[config.mk]
export PLATFORM = sky130hd
export DESIGN_NAME = settle_timer
export DESIGN_NICKNAME = d
export VERILOG_FILES = /design/src/rtl/kmap_sweep_checker_settle_timer.sv
export SDC_FILE = /design/constraint.sdc
export NUM_CORES = 1
export LEC_CHECK = 0
export ABC_AREA = 1
export CAP_MARGIN = 20
export CORE_AREA = 2 2 39 41
export DETAILED_ROUTE_END_ITERATION = 10
export DIE_AREA = 0 0 41 43
export RECOVER_POWER = 100
export SYNTH_ARGS = -nofsm -noshare
export SYNTH_HDL_FRONTEND = slang
export SYNTH_SLANG_ARGS = --single-unit
export TNS_END_PERCENT = 100
[constraint.sdc]
create_clock -name clk -period 2.27 [get_ports clk]
set_input_delay 0.454 -clock clk [delete_from_list [all_inputs] [get_ports clk]]
set_output_delay 0.454 -clock clk [all_outputs]
set_load 0.01 [all_outputs]
[src/rtl/kmap_sweep_checker_settle_timer.sv]
// Settle timer: counts cycles while not cleared, expires on the last
// settle cycle of the current vector.
module settle_timer #(
  parameter int unsigned SETTLE_CYCLES = 2
) (
  input  logic clk,
  input  logic rst,
  input  logic clear_i,
  output logic expire_o
);

  localparam logic [3:0] LAST = 4'(SETTLE_CYCLES - 1);

  logic [3:0] cnt_q;
  logic [3:0] cnt_d;

  always_comb begin
    if (clear_i) begin
      cnt_d = 4'd0;
    end else begin
      cnt_d = cnt_q + 4'd1;
    end
  end

  always_ff @(posedge clk) begin
    if (rst) begin
      cnt_q <= 4'd0;
    end else begin
      cnt_q <= cnt_d;
    end
  end

  assign expire_o = (cnt_q == LAST);

endmodule

Word level (Yosys, flattened, before mapping)
Cells that the tools add are included.
- register bits: 4
- latch bits: 0
- RAM bits: 0
- bits in read-only memories: 0
- bits of input ports: 3
- output and inout bits: 1
- logic and storage cells: 4
- memories kept: 0
- add/sub/neg operators: 1
- $mul: 0
- divide/modulo/power cells: 0
- magnitude comparators: 0
- eq/ne operators: 1
- shift operators: 0
- muxes and demuxes: 0
- bitwise logic cells: 0
- reduce and logical (&&, ||, !) cells: 1
- operators by type and width (cell ; number):
    $add A4 B1 Y4 const B ; 1
    $eq A4 B1 Y1 const B ; 1
    $reduce_or A2 Y1 ; 1

Depth between registers and ports, before layout
Gate-level depths: netlist of the first run.
- word-level depth: 1
- gate-level depth with buffers: 4
- depth with buffers taken out: 4

Worst setup path before layout of the first run
OpenSTA, ideal clock, no wires.
- path type: register to output
- start: register cnt_q[0]
- end: output port expire_o
- data arrival time: 720 ps
- data required time: 1816 ps
- setup slack: 1096 ps
- cell stages (with the launch flop): 4
- path buffers: 0
- cells stage by stage: dfxtp_1 ha_1 nand2_1 nor2_1
- cells in the longest elaborated chain, start to end: 1
- ends and longest elaborated chain (what ; RTL line ; source):
    from (decl) ; 14 ; logic [3:0] cnt_q;
    from (signal assigned) ; 29 ; cnt_q <= cnt_d;
    $eq A4 B1 Y1 ; 33 ; assign expire_o = (cnt_q == LAST);
    to (decl) ; 9 ; output logic expire_o
Every way passes these cells.

Final worst setup path of the first run
Ends and elaborated chain as after synthesis.

==> impl_metrics.py, run 1 <==
metrics = {
    "min_path": {
        "hold_depth": 1,
        "worstHoldStart": "cnt_q[0]$_SDFF_PP0_",
        "min_to": "cnt_q[0]$_SDFF_PP0_",
        "hp-class": "flop to flop",
    },
    "finish": {
        "layout-drive-gt1-share_pct": 15.4,
        "top_regs": "cnt_q: 4 flops",
        "final_cell_mix": "nor2_1, dfxtp_1, nand2_1, clkbuf_4",
        "largest-register": "cnt_q",
        "largest_reg_flops": 4,
        "syn_to_final_growth_pct": 40.3,
        "final_nets": 33,
        "antenna_cells": 0,
    },
    "setup_path": {
        "required_ns": 1.82,
        "r2r_start": "cnt_q[0]$_SDFF_PP0_",
        "timing.rr.end": "cnt_q[2]$_SDFF_PP0_",
        "regToRegSetupSlack_ns": 1.40,
        "max_stage_delay_ns": 0.60,
        "critPathSlowestCell": "dlygate4sd3_1",
        "cp-start-kind": "flop",
        "worstPathMaxFanout": 5,
        "end_kind": "output port",
        "path_cells": "ha_1 -> nand2_1 -> nor2_1 -> dlygate4sd3_1",
        "r2r_cells": 3,
        "critPathTopFamily": "buffers and inverters",
        "worstSetupPathType": "flop to output port",
        "crit_arrival_ns": 1.53,
        "crit_buf_inv": 1,
    },
    "yosys": {
        "ys_seq_area_share_pct": 46.0,
        "synth_cell_types": 10,
        "syn_inst": 20,
        "syn_area_um2": 174,
        "ys_seq_elements": 4,
        "synthesis.nets": 25,
        "syn_area_per_cell_um2": 8.70,
        "yosys_warnings": 0,
    },
    "power_and_ir_drop": {
        "p_leak_uw": 0.000100,
        "comb_power_share_pct": 5.8,
        "p_seq_share_pct": 42.8,
        "internal-power_uw": 138,
        "swShare_pct": 20.8,
        "power_switching_uw": 36.2,
        "clkPwrFrac_pct": 51.3,
        "power_density_nw_per_um2": 713,
        "power_uw": 174,
        "peakVddDrop_uv": 265,
    },
    "run": {
        "cap_viol_max_count": 0,
    },
    "run_status": {
        "status": "finished, final reports clean",
    },
    "floorplan": {
        "core_area_um2": 1380,
        "die_h_um": 43,
        "die_w_um": 41,
        "initial_core_util_pct": 12.6,
        "num_rows": 14,
        "pin_count": 4,
        "die_area_um2": 1760,
    },
    "cts": {
        "ctsResizeCount": 0,
        "numCtsBuffers": 3,
        "path_clk_slew_ns": 0.04,
        "clock_path_buffers": 2,
        "cts_root_buffer": "clkbuf_4",
        "htreeDepth": 1,
        "cts_setup_buffers": 0,
        "cts_tree": "yes",
        "ctsHoldBuffers": 0,
        "worstSkewPairLatency_ns": 0.24,
        "clock-sinks": 4,
    },
    "global_route": {
        "grt_pass1_vias": 115,
        "grt_overflow": 0,
        "grt_pass1_wl_um": 503,
        "antenna_found_initial": 0,
        "grt_max_degree": 6,
        "grt_util_all_layers_pct": 5.13,
    },
    "timing": {
        "maxSlewHeadroom_pct": 84.0,
        "finalClockSkew_ns": 0.00227,
        "hold_viol": 0,
        "worstMarginPinSlew_ns": 0.240,
        "post-route-period-util_pct": 87.5,
        "fin_ws_ns": 0.284,
        "drv_slew": 0,
        "fmax_ghz": 0.504,
        "fin_setup_tns_ns": 0,
        "setup_viol": 0,
        "fin_crit_ns": 1.99,
        "rsz0062_at_grt": "false",
    },
    "drt": {
        "postRouteAntennaNets": 0,
        "viasPerCell": 3.19,
        "routed_wirelength_um": 282,
        "wl_per_cell_um": 6.71,
        "drtIter0Drc": 1,
        "dr_total_vias": 134,
        "route.detailed.drc": 0,
        "dr.pass1.iters": 2,
    },
    "place": {
        "pre_cts_ws_ns": 0.573,
        "gp_congestion": 0.665,
        "io_buffers": 3,
    },
}
[worst register-to-register path, stage by stage, from the launching register on]
cell and delay, ns:
dfxtp_1 0.34, ha_1 0.22, xnor2_1 0.14, nor2_1 0.05
[metal layers]
metal | up-vias | global-route usage [%] | wire, um
li1 | 74 | - | -
met2 | 6 | 4.06 | 102
met4 | 0 | 4.00 | 0
met3 | 0 | 6.28 | 36
met5 | - | 0 | 0
met1 | 54 | 6.45 | 143
[metrics by stage]
step / utilization [%] / hold WS (ns) / area, um2 / cells
6_report: 17.6 / 0.487 / 244 / 42
5_1_grt: 17.6 / 0.532 / 244 / 42
4_1_cts: 17.8 / 0.490 / 246 / 42
3_5_place_dp: 16.2 / 0.483 / 224 / 39
3_3_place_gp: 16.2 / 0.469 / 224 / 39
2_1_floorplan: - / 0.444 / 174 / 20
[cell usage after synthesis (all sizes together)]
cell type,count,share of area (%)
or2,1,5.0
dfxtp,4,46
nand2,3,6.5
nand4,1,3.6
inv,2,4.3
xnor2,1,5.0
ha,2,14
nor2,5,12
nand3,1,2.9
[final cells by class]
cell class              instances  area (um2)
well taps                      16        20.0
fillers                       149        1140
clock buffers                   3        22.5
flip-flops and latches          4        80.1
repair buffers                  3        30.0
multi-input cells              14        83.8
inverters                       2        7.51
[worst max path at each step]
| stage | slack [ns] | startpoint | to | depth (start not counted) |
|---|---|---|---|---|
| final | 0.28 | cnt_q[0]$_SDFF_PP0_ | expire_o | 4 |
| after global routing | 0.19 | cnt_q[0]$_SDFF_PP0_ | expire_o | 4 |
| after CTS | 0.32 | cnt_q[0]$_SDFF_PP0_ | expire_o | 4 |
| after detailed placement | 0.57 | cnt_q[0]$_SDFF_PP0_ | expire_o | 4 |
| after global placement | 0.61 | cnt_q[0]$_SDFF_PP0_ | expire_o | 4 |
| after floorplan | 1.10 | cnt_q[0]$_SDFF_PP0_ | expire_o | 3 |
[power groups by stage]
stage	combinational (uW)	sequential [uW]	clock (uW)
3_3_place_gp	11.9	75.5	0
4_1_cts	12.3	74.4	94.2
2_1_floorplan	5.72	75.1	0
5_1_grt	11.4	74.8	103
6_report	10.2	74.5	89.3
3_5_place_dp	12.3	75.6	0
[cell families after synthesis]
group                    count (synthesis)  share of synthesized area, %
AND/OR/NAND/NOR                         11                          30.2
flip-flops                               4                          46.0
buffers and inverters                    2                          4.32
adder cells (fa/ha/maj)                  2                          14.4
XOR/XNOR                                 1                          5.04
Power figures use the tool's default switching activity.
==> run 2: changes to the inputs <==
--- a/config.mk
+++ b/config.mk
@@ -10,6 +10,7 @@
 export CORE_AREA = 2 2 39 41
 export DETAILED_ROUTE_END_ITERATION = 10
 export DIE_AREA = 0 0 41 43
+export GPL_TIMING_DRIVEN = 0
 export RECOVER_POWER = 100
 export SYNTH_ARGS = -nofsm -noshare
 export SYNTH_HDL_FRONTEND = slang
==> run 2 against run 1 <==
  * Critical endpoint unchanged
  * Via count up 0.75%
  * Clock power down 3.4%
  * Cell count unchanged
  * Wire length decreased by 2.8%
  * Maximum frequency is 0.21% lower
  * Die area is the same
==> impl_metrics.py, run 2 (synthesis results as in run 1) <==
metrics = {
    "run_status": {
        "status": "finished, final reports clean",
    },
    "min_path": {
        "hp-class": "flop to flop",
        "hold_depth": 1,
        "min_to": "cnt_q[0]$_SDFF_PP0_",
        "worstHoldStart": "cnt_q[0]$_SDFF_PP0_",
    },
    "drt": {
        "drtIter0Drc": 1,
        "viasPerCell": 3.21,
        "dr.pass1.iters": 2,
        "dr_total_vias": 135,
        "wl_per_cell_um": 6.52,
        "route.detailed.drc": 0,
        "routed_wirelength_um": 274,
        "postRouteAntennaNets": 0,
    },
    "setup_path": {
        "r2r_start": "cnt_q[1]$_SDFF_PP0_",
        "timing.rr.end": "cnt_q[1]$_SDFF_PP0_",
        "cp-start-kind": "flop",
        "r2r_cells": 3,
        "worstPathMaxFanout": 5,
        "required_ns": 1.82,
        "startpoint": "cnt_q[0]$_SDFF_PP0_",
        "crit_arrival_ns": 1.54,
        "regToRegSetupSlack_ns": 1.41,
        "worstSetupPathType": "flop to output port",
        "end_kind": "output port",
    },
    "floorplan": {
        "die_area_um2": 1760,
        "num_rows": 14,
        "die_w_um": 41,
        "core_area_um2": 1380,
        "initial_core_util_pct": 12.6,
        "pin_count": 4,
        "die_h_um": 43,
    },
    "global_route": {
        "grt_util_all_layers_pct": 4.42,
        "grt_pass1_wl_um": 483,
        "grt_max_degree": 6,
        "antenna_found_initial": 0,
        "grt_overflow": 0,
        "grt_pass1_vias": 123,
    },
    "power_and_ir_drop": {
        "peakVddDrop_uv": 217,
        "power_uw": 171,
        "p_leak_uw": 0.000100,
        "power_density_nw_per_um2": 700,
    },
    "timing": {
        "fmax_ghz": 0.503,
        "fin_crit_ns": 1.99,
        "fin_setup_tns_ns": 0,
        "setup_viol": 0,
        "drv_slew": 0,
        "hold_slack_ns": 0.484,
        "post-route-period-util_pct": 87.7,
        "worstMarginPinSlew_ns": 0.224,
        "hold_viol": 0,
        "rsz0062_at_grt": "false",
        "finalClockSkew_ns": 0.00122,
        "maxSlewHeadroom_pct": 85.1,
        "fin_ws_ns": 0.280,
    },
    "cts": {
        "path_clk_slew_ns": 0.04,
        "ctsHoldBuffers": 0,
        "ctsResizeCount": 0,
        "numCtsBuffers": 3,
        "clock-sinks": 4,
        "cts_root_buffer": "clkbuf_4",
        "clock_path_buffers": 2,
        "cts_setup_buffers": 0,
        "cts_tree": "yes",
        "htreeDepth": 1,
        "worstSkewPairLatency_ns": 0.23,
    },
    "run": {
        "cap_viol_max_count": 0,
    },
    "finish": {
        "largest_reg_flops": 4,
        "layout-drive-gt1-share_pct": 15.4,
        "syn_to_final_growth_pct": 40.3,
        "seqCellArea_um2": 80.1,
        "multi_input_area_um2": 83.8,
        "final_nets": 33,
        "antenna_cells": 0,
        "final_cell_mix": "nor2_1, dfxtp_1, nand2_1, clkbuf_4",
        "fillCellCount": 152,
        "top_regs": "cnt_q: 4 flops",
        "largest-register": "cnt_q",
    },
    "place": {
        "gp_congestion": 0.653,
        "io_buffers": 3,
        "pre_cts_ws_ns": 0.557,
    },
}
[run 2: metal layers]
layer	share of wire (%)	GRT usage, %	wire, um	vias up
met3	5.1	1.57	14	0
li1	-	-	-	74
met4	0	6.00	0	0
met1	41	5.14	113	57
met5	0	0	0	-
met2	53	5.00	145	4
[run 2: worst max path at each step]
stage	to	slack, ns
detailed placement	expire_o	0.56
finish	expire_o	0.28
global route	expire_o	0.15
global placement	expire_o	0.58
floorplan	expire_o	1.10
CTS	expire_o	0.30
[run 2: metrics by stage]
step / util (%) / instances / cell area (um2)
2_1_floorplan: - / 20 / 174
3_3_place_gp: 16.2 / 39 / 224
3_5_place_dp: 16.2 / 39 / 224
4_1_cts: 17.8 / 42 / 246
5_1_grt: 17.6 / 42 / 244
6_report: 17.6 / 42 / 244
[run 2: cell type report]
type,count,share of cell area (%)
Clock buffer,3,9.23
Sequential cell,4,32.8
Timing Repair Buffer,3,12.3
Multi-Input combinational cell,14,34.4
Tap cell,16,8.21
Inverter,2,3.08
[run 2: power breakdown]
group	leakage, uW	internal, uW	switching, uW
clock	0.0000138	59.0	27.2
combinational	0.0000541	6.07	3.99
sequential	0.0000325	72.5	2.07
total	0.000100	138	33.3
[run 2: worst max-delay path: stages (launching register included)]
cell	delay [ns]
dfxtp_1	0.39
ha_1	0.18
nand2_1	0.05
nor2_1	0.08
dlygate4sd3_1	0.61
==> run 3: changes to the inputs <==
--- a/config.mk
+++ b/config.mk
@@ -8,6 +8,8 @@
 export ABC_AREA = 1
 export CAP_MARGIN = 20
 export CORE_AREA = 2 2 39 41
+export CTS_CLUSTER_DIAMETER = 150
+export CTS_CLUSTER_SIZE = 28
 export DETAILED_ROUTE_END_ITERATION = 10
 export DIE_AREA = 0 0 41 43
 export GPL_TIMING_DRIVEN = 0
==> results of run 3 <==
Final layout, timing and power as in run 2 (identical DEF).
